--- config.mk ---
export PLATFORM = sky130hd
export DESIGN_NAME = hazard_sched
export DESIGN_NICKNAME = d
export VERILOG_FILES = /design/src/rtl/hazard_sched.sv
export SDC_FILE = /design/constraint.sdc
export NUM_CORES = 1
export LEC_CHECK = 0
export CORE_UTILIZATION = 54
export CTS_CLUSTER_DIAMETER = 150
export CTS_CLUSTER_SIZE = 24
export DETAILED_ROUTE_END_ITERATION = 8
export PLACE_DENSITY = 0.84
export SLEW_MARGIN = 15
export SYNTH_ARGS = -nofsm -noshare
export SYNTH_HDL_FRONTEND = slang
export SYNTH_SLANG_ARGS = --single-unit
export TNS_END_PERCENT = 30
--- constraint.sdc ---
create_clock -name clk -period 3.7 [get_ports clk]
set_input_delay 0.37 -clock clk [delete_from_list [all_inputs] [get_ports clk]]
set_output_delay 0.37 -clock clk [all_outputs]
set_load 0.005 [all_outputs]
--- src/rtl/hazard_sched.sv ---
// Hazard scheduler for the ID/EX stage: forwarding selects, load-use stalls,
// branch flush sequencing and saturating debug counters for both events.
module hazard_sched #(
  parameter int unsigned FLUSH_CYCLES = 2,
  parameter int unsigned CNT_W        = 16
) (
  input  logic             clk,
  input  logic             rst,
  input  logic             id_valid,
  input  logic [4:0]       id_rs1,
  input  logic [4:0]       id_rs2,
  input  logic             id_use1,
  input  logic             id_use2,
  input  logic [4:0]       id_rd,
  input  logic             id_RegWrite,
  input  logic             id_MemRead,
  input  logic             branch_taken,
  output logic             fwd_ex_1,
  output logic             fwd_mem_1,
  output logic             fwd_ex_2,
  output logic             fwd_mem_2,
  output logic             stall,
  output logic             clear,
  output logic             flush_if,
  output logic [CNT_W-1:0] stall_cnt,
  output logic [CNT_W-1:0] flush_cnt
);

  localparam int unsigned FCNT_W = 3;
  localparam int unsigned REG_W  = 5;

  typedef enum logic [0:0] {ST_RUN, ST_FLUSH} state_e;

  state_e             state_q, state_d;
  logic [FCNT_W-1:0]  fcnt_q, fcnt_d;
  logic               ex_v_q, ex_rw_q, ex_mr_q;
  logic [REG_W-1:0]   ex_rd_q;
  logic               mem_v_q, mem_rw_q;
  logic [REG_W-1:0]   mem_rd_q;
  logic [CNT_W-1:0]   stall_cnt_q, stall_cnt_d;
  logic [CNT_W-1:0]   flush_cnt_q, flush_cnt_d;

  logic hit_ex_1, hit_ex_2, hit_mem_1, hit_mem_2, load_use;
  logic stall_c, clear_c, flush_c, flush_evt_c;

  // Operand match against the shadowed EX/MEM writers; a load in EX cannot forward yet
  always_comb begin
    hit_ex_1  = ex_v_q & ex_rw_q & ~ex_mr_q & (ex_rd_q != '0) & (ex_rd_q == id_rs1) & id_use1;
    hit_ex_2  = ex_v_q & ex_rw_q & ~ex_mr_q & (ex_rd_q != '0) & (ex_rd_q == id_rs2) & id_use2;
    hit_mem_1 = mem_v_q & mem_rw_q & (mem_rd_q != '0) & (mem_rd_q == id_rs1) & id_use1;
    hit_mem_2 = mem_v_q & mem_rw_q & (mem_rd_q != '0) & (mem_rd_q == id_rs2) & id_use2;
    load_use  = ex_v_q & ex_mr_q & (ex_rd_q != '0) & id_valid &
                ((id_use1 & (id_rs1 == ex_rd_q)) | (id_use2 & (id_rs2 == ex_rd_q)));
  end

  // Stall/flush sequencer: branch beats load-use, flush window restarts on a new branch
  always_comb begin
    state_d     = state_q;
    fcnt_d      = fcnt_q;
    stall_c     = 1'b0;
    clear_c     = 1'b0;
    flush_c     = 1'b0;
    flush_evt_c = 1'b0;
    if (!rst) begin
      clear_c = 1'b1;
      flush_c = 1'b1;
    end else begin
      unique case (state_q)
        ST_RUN: begin
          if (branch_taken) begin
            state_d     = ST_FLUSH;
            fcnt_d      = FCNT_W'(FLUSH_CYCLES - 1);
            clear_c     = 1'b1;
            flush_c     = 1'b1;
            flush_evt_c = 1'b1;
          end else if (load_use) begin
            stall_c = 1'b1;
            clear_c = 1'b1;
          end
        end
        ST_FLUSH: begin
          clear_c = 1'b1;
          flush_c = 1'b1;
          if (branch_taken) begin
            fcnt_d      = FCNT_W'(FLUSH_CYCLES - 1);
            flush_evt_c = 1'b1;
          end else if (fcnt_q == '0) begin
            state_d = ST_RUN;
          end else begin
            fcnt_d = fcnt_q - FCNT_W'(1);
          end
        end
        default: state_d = ST_RUN;
      endcase
    end
  end

  // Saturating event counters
  always_comb begin
    stall_cnt_d = stall_cnt_q;
    flush_cnt_d = flush_cnt_q;
    if (stall_c && (stall_cnt_q != '1))     stall_cnt_d = stall_cnt_q + CNT_W'(1);
    if (flush_evt_c && (flush_cnt_q != '1)) flush_cnt_d = flush_cnt_q + CNT_W'(1);
  end

  // State, pipeline shadow and counter registers
  always_ff @(posedge clk or negedge rst) begin
    if (!rst) begin
      state_q     <= ST_RUN;
      fcnt_q      <= '0;
      ex_v_q      <= 1'b0;
      ex_rd_q     <= '0;
      ex_rw_q     <= 1'b0;
      ex_mr_q     <= 1'b0;
      mem_v_q     <= 1'b0;
      mem_rd_q    <= '0;
      mem_rw_q    <= 1'b0;
      stall_cnt_q <= '0;
      flush_cnt_q <= '0;
    end else begin
      state_q     <= state_d;
      fcnt_q      <= fcnt_d;
      mem_v_q     <= ex_v_q;
      mem_rd_q    <= ex_rd_q;
      mem_rw_q    <= ex_rw_q;
      if (clear_c || !id_valid) begin
        ex_v_q  <= 1'b0;
        ex_rd_q <= '0;
        ex_rw_q <= 1'b0;
        ex_mr_q <= 1'b0;
      end else begin
        ex_v_q  <= 1'b1;
        ex_rd_q <= id_rd;
        ex_rw_q <= id_RegWrite;
        ex_mr_q <= id_MemRead;
      end
      stall_cnt_q <= stall_cnt_d;
      flush_cnt_q <= flush_cnt_d;
    end
  end

  // Output drive; a bubble never carries a forwarding select
  always_comb begin
    fwd_ex_1  = hit_ex_1 & ~clear_c;
    fwd_ex_2  = hit_ex_2 & ~clear_c;
    fwd_mem_1 = hit_mem_1 & ~hit_ex_1 & ~clear_c;
    fwd_mem_2 = hit_mem_2 & ~hit_ex_2 & ~clear_c;
    stall     = stall_c;
    clear     = clear_c;
    flush_if  = flush_c;
    stall_cnt = stall_cnt_q;
    flush_cnt = flush_cnt_q;
  end

endmodule

==> results.py, run 1 <==
metrics = {
    "setup_path": {
        "r2r-start": "ex_rd_q[1]",
        "cp.required_ps": 3330,
        "crit_fanout": 9,
        "path_cells": "clkdlybuf4s50_1 -> xor2_1 -> nor2_1 -> nand4_1 -> a21oi_1 -> buf_4 -> nand2b_1 -> clkdlybuf4s50_1",
        "cp-startpoint": "id_rs2[4]",
        "cp-start-kind": "input pin",
        "crit_slowest_cell": "clkdlybuf4s50_1",
        "cp-end-kind": "output pin",
        "crit_type": "input pin to output pin",
        "slowest_delay_ps": 490,
        "worstPathArrival_ps": 2580,
        "timing.critical_path.buf_inv": 3,
        "crit_family": "buffers and inverters",
        "path_common_cell": "clkdlybuf4s50_1",
    },
    "sta": {
        "setup_viol": 0,
        "max_freq_mhz": 339,
        "rsz0062_at_grt": "false",
        "fin_ws_ps": 746,
        "hold_viol": 0,
        "fin_crit_sh_pct": 79.8,
        "skew_ps": 4.18,
        "worst_slew_pin_slew_ps": 701,
        "relSlewSlack_pct": 53.3,
        "period_minus_slack_ps": 2950,
        "drv_slew": 0,
        "fin_setup_tns_ps": 0,
    },
    "final_layout": {
        "final_cell_mix": "clkdlybuf4s50_1, dfrtp_1, xnor2_1",
        "final_net_count": 352,
        "syn_to_final_growth_pct": 25.5,
        "num_antenna_cells": 0,
        "mostFrequentLayoutCell": "clkdlybuf4s50_1",
        "drive_gt1_share_pct": 8.90,
    },
    "placement": {
        "gp_congestion": 0.848,
        "place_ws_ps": 741,
        "hpwl_mm": 4.39,
        "io_buffer_count": 61,
    },
    "clock_network": {
        "clockBufferDepth": 2,
        "cts_tree": "built",
        "post_cts_buffers": 0,
        "clock_sinks": 51,
        "ctsResizeCount": 0,
        "hold_buffers": 0,
        "cts-root-buf": "clkbuf_8",
        "clk_latency_ps": 300,
        "clk_pin_slew_ps": 90,
        "numCtsBuffers": 5,
        "htreeDepth": 2,
    },
    "power_and_ir_drop": {
        "peakVddDrop_uv": 499,
        "comb_power_share_pct": 23.0,
        "power_frac_clock_pct": 24.0,
        "p_per_area_mw_per_mm2": 365,
        "p_sw_mw": 0.374,
        "seqPwrFrac_pct": 53.0,
        "p_leak_nw": 1.50,
        "p_sw_share_pct": 29.2,
        "p_int_mw": 0.907,
    },
    "die": {
        "start_util_pct": 57.6,
        "die_area_mm2": 0.00546,
        "coreArea_mm2": 0.00485,
        "ioPinCount": 62,
        "rows": 25,
        "die_x_um": 73.9,
        "dieHeight_um": 73.9,
    },
    "routing": {
        "vias": 2212,
        "drt-vias-per-instance": 5.63,
        "wl_per_cell_um": 14.7,
        "dr.pass1.iters": 4,
        "ant_nets": 0,
        "remaining_drc_errors": 0,
        "drt_first_iter_violations": 162,
        "routed_wl_mm": 5.79,
    },
    "synthesis": {
        "netlist_area_mm2": 0.00279,
        "netlist_instances": 264,
        "syn_nets": 291,
        "async_flop_share_pct": 100,
        "synth-main-ff-cell": "dfrtp_1",
        "ys_ff_latch": 51,
        "postSynthAreaPerCell_um2": 10.6,
        "ys_warn_count": 0,
        "synth_edf_count": 0,
        "ys_seq_area_share_pct": 45.7,
        "synth.distinct_cells": 45,
    },
    "grt": {
        "antenna_found_initial": 0,
        "track_usage_pct": 23.4,
        "grt_start_max_net_pins": 63,
        "grt_pass1_wl_mm": 9.76,
        "overflow": 0,
        "grt_pass1_vias": 1998,
    },
    "worst_hold_path": {
        "min_path_type": "input pin to asynchronous set/reset pin",
    },
    "outcome": {
        "status": "completed",
    },
    "run": {
        "drv_cap": 0,
    },
}
## worst register-to-register path, cell delays in order, from the launching register on
cell	delay [ps]
dfrtp_1	440
or4_4	590
o211ai_4	320
a21oi_4	120
o21ai_4	100
mux2_4	310
## registers in the layout, indices dropped and copies added, names as in the netlist
| signal | cells |
|---|---|
| mem_rw_q | 1 |
| ex_v_q | 1 |
| fcnt_q | 3 |
| ex_rd_q | 5 |
| ex_rw_q | 1 |
| mem_v_q | 1 |
| state_q | 1 |
| mem_rd_q | 5 |
| ex_mr_q | 1 |
| stall_cnt | 16 |
| flush_cnt | 16 |
## cell families after synthesis
group | Yosys count | share of synthesized area, %
AOI/OAI and AO/OA | 33 | 9.63
xor gates and xnor gates | 47 | 14.7
adders and majority gates | 4 | 1.79
buffers and inverters | 15 | 3.54
DFF | 51 | 45.7
muxes | 4 | 1.66
and+or+nand+nor | 110 | 22.9
## per-layer routing
metal / vias up / part of all wire [%] / GRT usage (%)
met5: - / 0 / 0
met4: 0 / 0.92 / 4.91
met3: 9 / 6.3 / 4.80
met2: 94 / 47 / 38.6
met1: 1043 / 45 / 32.1
li1: 1066 / - / -
## layout make-up
cell class | instances | area (um^2)
multi-input cells | 198 | 1420
well taps | 67 | 83.8
inverters | 5 | 18.8
repair buffers | 64 | 628
flip-flops and latches | 51 | 1280
clock inverters | 1 | 5.00
fillers | 365 | 1340
clock buffers | 7 | 76.3
## synthesized netlist by cell type, types with 4 or more instances
cell | n | share of area [%]
dfrtp_1 | 51 | 46
xnor2_1 | 25 | 7.8
nand2_1 | 24 | 3.2
xor2_1 | 22 | 6.9
nor2_1 | 19 | 2.6
nand3_1 | 12 | 2.2
nand4_1 | 11 | 2.5
nor3_1 | 11 | 2.0
a21oi_1 | 6 | 1.1
nor4_1 | 6 | 1.3
o21ai_1 | 6 | 1.1
and3_1 | 5 | 1.1
buf_6 | 5 | 2.0
inv_1 | 5 | 0.67
ha_1 | 4 | 1.8
o2111ai_1 | 4 | 1.3
o211ai_2 | 4 | 1.8
## final timing paths
kind | end | slack, ps | depth (start not counted)
worst max-delay path | clear | 750 | 8
worst min-delay path | mem_rd_q[2] | 270 | 2
worst max register to register | stall_cnt[1] | 1710 | 5
worst min register to register | mem_rw_q | 380 | 0
max in group asynchronous | flush_cnt[7] | 2970 | 2
min in group clk | mem_rw_q | 380 | 0
## stage by stage
stage / utilization [%] / std cells / total power, mW / area, um^2 / hold WS, ps
global placement: 70.6 / 385 / 0.968 / 3420 / 358
floorplan: - / 264 / 0.837 / 2790 / 74.4
detailed placement: 70.6 / 385 / 0.983 / 3420 / 366
CTS: 72.3 / 393 / 1.30 / 3510 / 294
finish: 72.3 / 393 / 1.28 / 3510 / 274
global route: 72.3 / 393 / 1.36 / 3510 / 338
## power groups by stage
stage,clock [mW],sequential (mW),combinational (mW)
4_1_cts,0.318,0.678,0.300
3_5_place_dp,0,0.688,0.295
6_report,0.308,0.679,0.295
3_3_place_gp,0,0.686,0.282
5_1_grt,0.339,0.688,0.333
2_1_floorplan,0,0.678,0.159
No activity file was read; power rests on OpenSTA's default activity.
==> inputs of run 2 (changes only) <==
CORE_UTILIZATION = 51   (was 54)
PLACE_DENSITY = 0.8   (was 0.84)
clock period = 3 ns   (was 3.7 ns; I/O delays follow)
==> run 2 against run 1 <==
Compared with the run above:
- cell count is 2.8% higher
- sequential power is 24% higher
- hold slack better by 100 ps
- critical path depth is 2 lower
- final area is 2.4% higher
- clock power is 38% higher
- wire length is 3.9% higher
- sequential share of layout area is 0.86 points lower
- power is 28% higher
- highest routed layer unchanged
==> results.py, run 2 (synthesized netlist as in run 1, its figures left out) <==
metrics = {
    "clock_network": {
        "clk_pin_slew_ps": 80,
        "cts_tree": "built",
        "numCtsBuffers": 5,
        "cts-root-buf": "clkbuf_8",
        "ctsResizeCount": 0,
        "clockBufferDepth": 2,
        "clock_sinks": 51,
        "clk_latency_ps": 300,
        "htreeDepth": 2,
    },
    "sta": {
        "period_minus_slack_ps": 2840,
        "setup_viol": 0,
        "skew_ps": 2.56,
        "hold_viol": 0,
        "relSlewSlack_pct": 61.7,
        "drv_slew": 0,
        "holdWs_ps": 377,
        "max_freq_mhz": 352,
        "fin_ws_ps": 158,
        "worst_slew_pin_slew_ps": 575,
        "fin_crit_sh_pct": 94.7,
        "fin_setup_tns_ps": 0,
    },
    "final_layout": {
        "num_antenna_cells": 0,
        "drive_gt1_share_pct": 11.1,
        "syn_to_final_growth_pct": 28.6,
        "final_net_count": 360,
        "mostFrequentLayoutCell": "clkdlybuf4s50_1",
        "final_cell_mix": "clkdlybuf4s50_1, dfrtp_1, xnor2_1",
        "instances_no_fill": 404,
        "fillers": 415,
    },
    "setup_path": {
        "r2r-start": "ex_rd_q[1]",
        "cp.required_ps": 2700,
        "r2r-end": "stall_cnt[1]",
        "cp-startpoint": "rst",
        "slowest_delay_ps": 540,
        "cp-end-kind": "output pin",
        "crit_type": "input pin to output pin",
        "path_cells": "dlygate4sd3_1 -> buf_2 -> nor3b_4 -> o2111ai_1 -> nor4b_2 -> clkdlybuf4s50_1",
        "worstPathArrival_ps": 2540,
        "cp-start-kind": "input pin",
        "r2r_slack_ps": 1030,
        "reg2regPathDepth": 5,
        "crit_slowest_cell": "clkdlybuf4s50_1",
        "crit_fanout": 14,
    },
    "die": {
        "dieHeight_um": 76,
        "ioPinCount": 62,
        "rows": 26,
        "die_area_mm2": 0.00578,
        "coreArea_mm2": 0.00520,
        "die_x_um": 76,
        "start_util_pct": 53.7,
    },
    "routing": {
        "drt-vias-per-instance": 5.57,
        "routed_wl_mm": 6.02,
        "dr.pass1.iters": 4,
        "vias": 2250,
        "wl_per_cell_um": 14.9,
        "drt_first_iter_violations": 138,
        "ant_nets": 0,
        "remaining_drc_errors": 0,
    },
    "grt": {
        "grt_pass1_wl_mm": 10.1,
        "grt_pass1_vias": 2119,
        "grt_start_max_net_pins": 51,
        "track_usage_pct": 21.8,
        "antenna_found_initial": 0,
        "overflow": 0,
    },
    "worst_hold_path": {
        "hp-start": "ex_rw_q",
        "min_path_type": "flip-flop to flip-flop",
        "hold_path_depth": 0,
        "holdPathEnd": "mem_rw_q",
    },
    "placement": {
        "place_inst": 393,
        "gp_congestion": 0.841,
        "hpwl_mm": 4.54,
        "place_ws_ps": 454,
        "io_buffer_count": 61,
    },
    "outcome": {
        "status": "completed",
    },
    "power_and_ir_drop": {
        "p_per_area_mw_per_mm2": 456,
        "p_total_mw": 1.64,
        "p_leak_nw": 1.55,
        "peakVddDrop_uv": 395,
    },
    "run": {
        "drv_cap": 0,
    },
}
## run 2: cell count changes in the layout (fill, tap and decap cells not counted)
cell	before	now
buf_4	3	10
clkbuf_1	2	1
clkinv_2	1	0
dlygate4sd3_1	0	1
clkbuf_8	5	7
## run 2: where the power goes
part,total [mW],switching [mW],leakage (nW),internal (mW)
Combinational,0.373,0.167,0.810,0.206
Clock,0.424,0.213,0.0515,0.211
Sequential,0.839,0.0829,0.688,0.756
Total,1.64,0.463,1.55,1.17
## run 2: how the worst max path moves through the flow
stage	end	depth (start not counted)
after floorplan	fwd_ex_1	5
after global placement	fwd_mem_2	8
after detailed placement	fwd_mem_2	8
after CTS	fwd_mem_2	6
after global routing	fwd_mem_2	6
final	fwd_mem_2	6
## run 2: critical path: cells and delay by family
family                 cells  cell delay [ps]
buffers and inverters      3             1360
AO/OA/AOI/OAI              1              260
AND/OR/NAND/NOR            2              620
## run 2: through the flow
step | util [%] | instance area [um^2]
after floorplan | - | 2790
after global placement | 66.6 | 3470
after detailed placement | 66.6 | 3470
after CTS | 68.7 | 3580
after global routing | 69.0 | 3590
final | 69.0 | 3590
## run 2: final cells by class
type                    instances  area, um^2  area share (%)
repair buffers                 72         691            19.2
multi-input cells             198        1420            39.5
clock buffers                   8         100            2.79
well taps                      70        87.6            2.44
inverters                       5        18.8           0.523
flip-flops and latches         51        1280            35.5
## run 2: per-layer routing
metal | global-route usage [%] | share of wire (%) | up-vias
met3 | 3.95 | 3.7 | 3
met5 | 0 | 0 | -
met1 | 31.8 | 48 | 1105
li1 | - | - | 1085
met4 | 4.81 | 0.63 | 0
met2 | 34.0 | 48 | 57
## run 2: timing repair
item / in CTS / in global routing
endpoints found under the setup margin: 0 / 2
buffers inserted: 0 / 2
hold buffers: 1 / 0
endpoints found under the hold margin: 8 / 0
==> inputs of run 3 (changes only) <==
CORE_MARGIN = 5   (was not set)
==> run 3 against run 2 <==
Compared with the run above:
- clock skew up 12 ps
- via count down 1.9%
- hold slack better by 16 ps
- power down 1.3%
- maximum frequency down 0.15%
- global-route usage down 4.1 points
- sequential share of layout area up 0.22 points
- combinational power down 2%
- critical path type unchanged
- largest power group unchanged
==> results.py, run 3 (synthesized netlist as in run 1, its figures left out) <==
metrics = {
    "routing": {
        "remaining_drc_errors": 0,
        "wl_per_cell_um": 15.3,
        "vias": 2207,
        "ant_nets": 0,
        "dr.pass1.iters": 4,
        "routed_wl_mm": 6.16,
        "drt_first_iter_violations": 69,
        "drt-vias-per-instance": 5.49,
    },
    "sta": {
        "relSlewSlack_pct": 59.7,
        "fin_setup_tns_ps": 0,
        "hold_viol": 0,
        "max_freq_mhz": 351,
        "fin_crit_sh_pct": 94.9,
        "holdWs_ps": 393,
        "rsz0062_at_grt": "false",
        "worst_slew_pin_slew_ps": 604,
        "drv_slew": 0,
        "setup_viol": 0,
        "period_minus_slack_ps": 2850,
        "skew_ps": 14.9,
    },
    "clock_network": {
        "htreeDepth": 2,
        "clock_sinks": 51,
        "cts-root-buf": "clkbuf_8",
        "clockBufferDepth": 2,
        "cts_tree": "built",
        "clk_latency_ps": 300,
        "clk_pin_slew_ps": 90,
        "numCtsBuffers": 5,
    },
    "power_and_ir_drop": {
        "peakVddDrop_uv": 478,
        "p_per_area_mw_per_mm2": 453,
        "p_total_mw": 1.61,
        "p_leak_nw": 1.53,
    },
    "worst_hold_path": {
        "hp-start": "ex_rw_q",
        "min_path_type": "flip-flop to flip-flop",
    },
    "placement": {
        "place_inst": 394,
        "gp_congestion": 1.00,
        "io_buffer_count": 61,
        "hpwl_mm": 4.72,
    },
    "final_layout": {
        "num_antenna_cells": 0,
        "fillers": 425,
        "mostFrequentLayoutCell": "clkdlybuf4s50_1",
        "syn_to_final_growth_pct": 27.8,
        "drive_gt1_share_pct": 10.6,
        "multiInputGateArea_mm2": 0.00142,
        "register_area_mm2": 0.00128,
        "instances_no_fill": 402,
        "final_net_count": 357,
        "final_cell_mix": "clkdlybuf4s50_1, dfrtp_1, xnor2_1",
    },
    "grt": {
        "grt_pass1_wl_mm": 10.3,
        "overflow": 0,
        "grt_start_max_net_pins": 52,
        "grt_pass1_vias": 2192,
        "antenna_found_initial": 0,
        "track_usage_pct": 17.7,
    },
    "setup_path": {
        "cp-start-kind": "input pin",
        "slowest_delay_ps": 560,
        "r2r-start": "ex_rd_q[1]",
        "cp.required_ps": 2700,
        "crit_fanout": 13,
        "crit_type": "input pin to output pin",
        "worstPathArrival_ps": 2550,
        "cp-end-kind": "output pin",
        "crit_slowest_cell": "clkdlybuf4s50_1",
        "path_cells": "dlygate4sd3_1 -> clkbuf_4 -> nor3b_4 -> o2111ai_1 -> nor4b_2 -> clkdlybuf4s50_1",
        "cp-startpoint": "rst",
    },
    "die": {
        "die_x_um": 84,
        "rows": 27,
        "ioPinCount": 62,
        "coreArea_mm2": 0.00541,
        "dieHeight_um": 84,
        "die_area_mm2": 0.00706,
        "start_util_pct": 51.7,
    },
    "run": {
        "drv_cap": 0,
    },
    "outcome": {
        "status": "completed",
    },
}
-- run 3: cell types whose count changed in the layout (fill, tap and decap cells not counted), sizes merged --
cell,previous run,this run
inv,5,6
buf,11,7
clkbuf,8,7
-- run 3: report_power, final --
group          internal [mW]  total [mW]  switching, mW  leakage [nW]
logic                  0.205       0.367          0.162         0.794
registers              0.756       0.838         0.0820         0.688
clock network          0.186       0.410          0.224        0.0477
total                   1.15        1.61          0.468          1.53
-- run 3: what timing repair did --
action                                  CTS  global route
endpoints found under the hold margin     7             0
endpoints found under the setup margin    0             2
gates resized for setup                   0             2
hold buffers                              1             0
setup buffers                             0             0
-- run 3: final cells by class --
class,instances,area share [%]
inverters,5,0.526
multi-input cells,198,39.8
repair buffers,69,18.8
clock buffers,6,2.31
flip-flops and latches,51,35.8
well taps,72,2.52
clock inverters,1,0.245
-- run 3: critical path, delay by kind of cell --
kind	cells	cell delay, ps
compound gates	1	240
simple gates	2	680
buf+inv	3	1320
-- run 3: final timing paths --
check                      cells past startpoint      endpoint  slack, ps
setup / recovery                               6     fwd_mem_1        150
setup reg to reg                               5  stall_cnt[1]       1020
hold / removal                                 0      mem_rw_q        390
max in group asynchronous                      3   mem_rd_q[1]       1750
hold reg to reg                                0      mem_rw_q        390
min in group asynchronous                      2  flush_cnt[2]        400
-- run 3: metrics by stage --
| stage | area [um^2] | util, % | worst slack (ps) |
|---|---|---|---|
| floorplan | 2790 | - | 1090 |
| global placement | 3460 | 64.0 | 408 |
| detailed placement | 3460 | 64.0 | 367 |
| CTS | 3560 | 65.9 | 49.9 |
| global route | 3570 | 66.0 | 8.85 |
| finish | 3570 | 66.0 | 154 |
-- run 3: per-layer routing --
layer  global-route usage [%]  share of wire, %  vias to the layer above
met1                     23.7                46                     1081
met4                     4.53              0.89                        0
met3                     2.96               3.2                        6
li1                         -                 -                     1075
met5                        0                 0                        -
met2                     29.8                50                       45
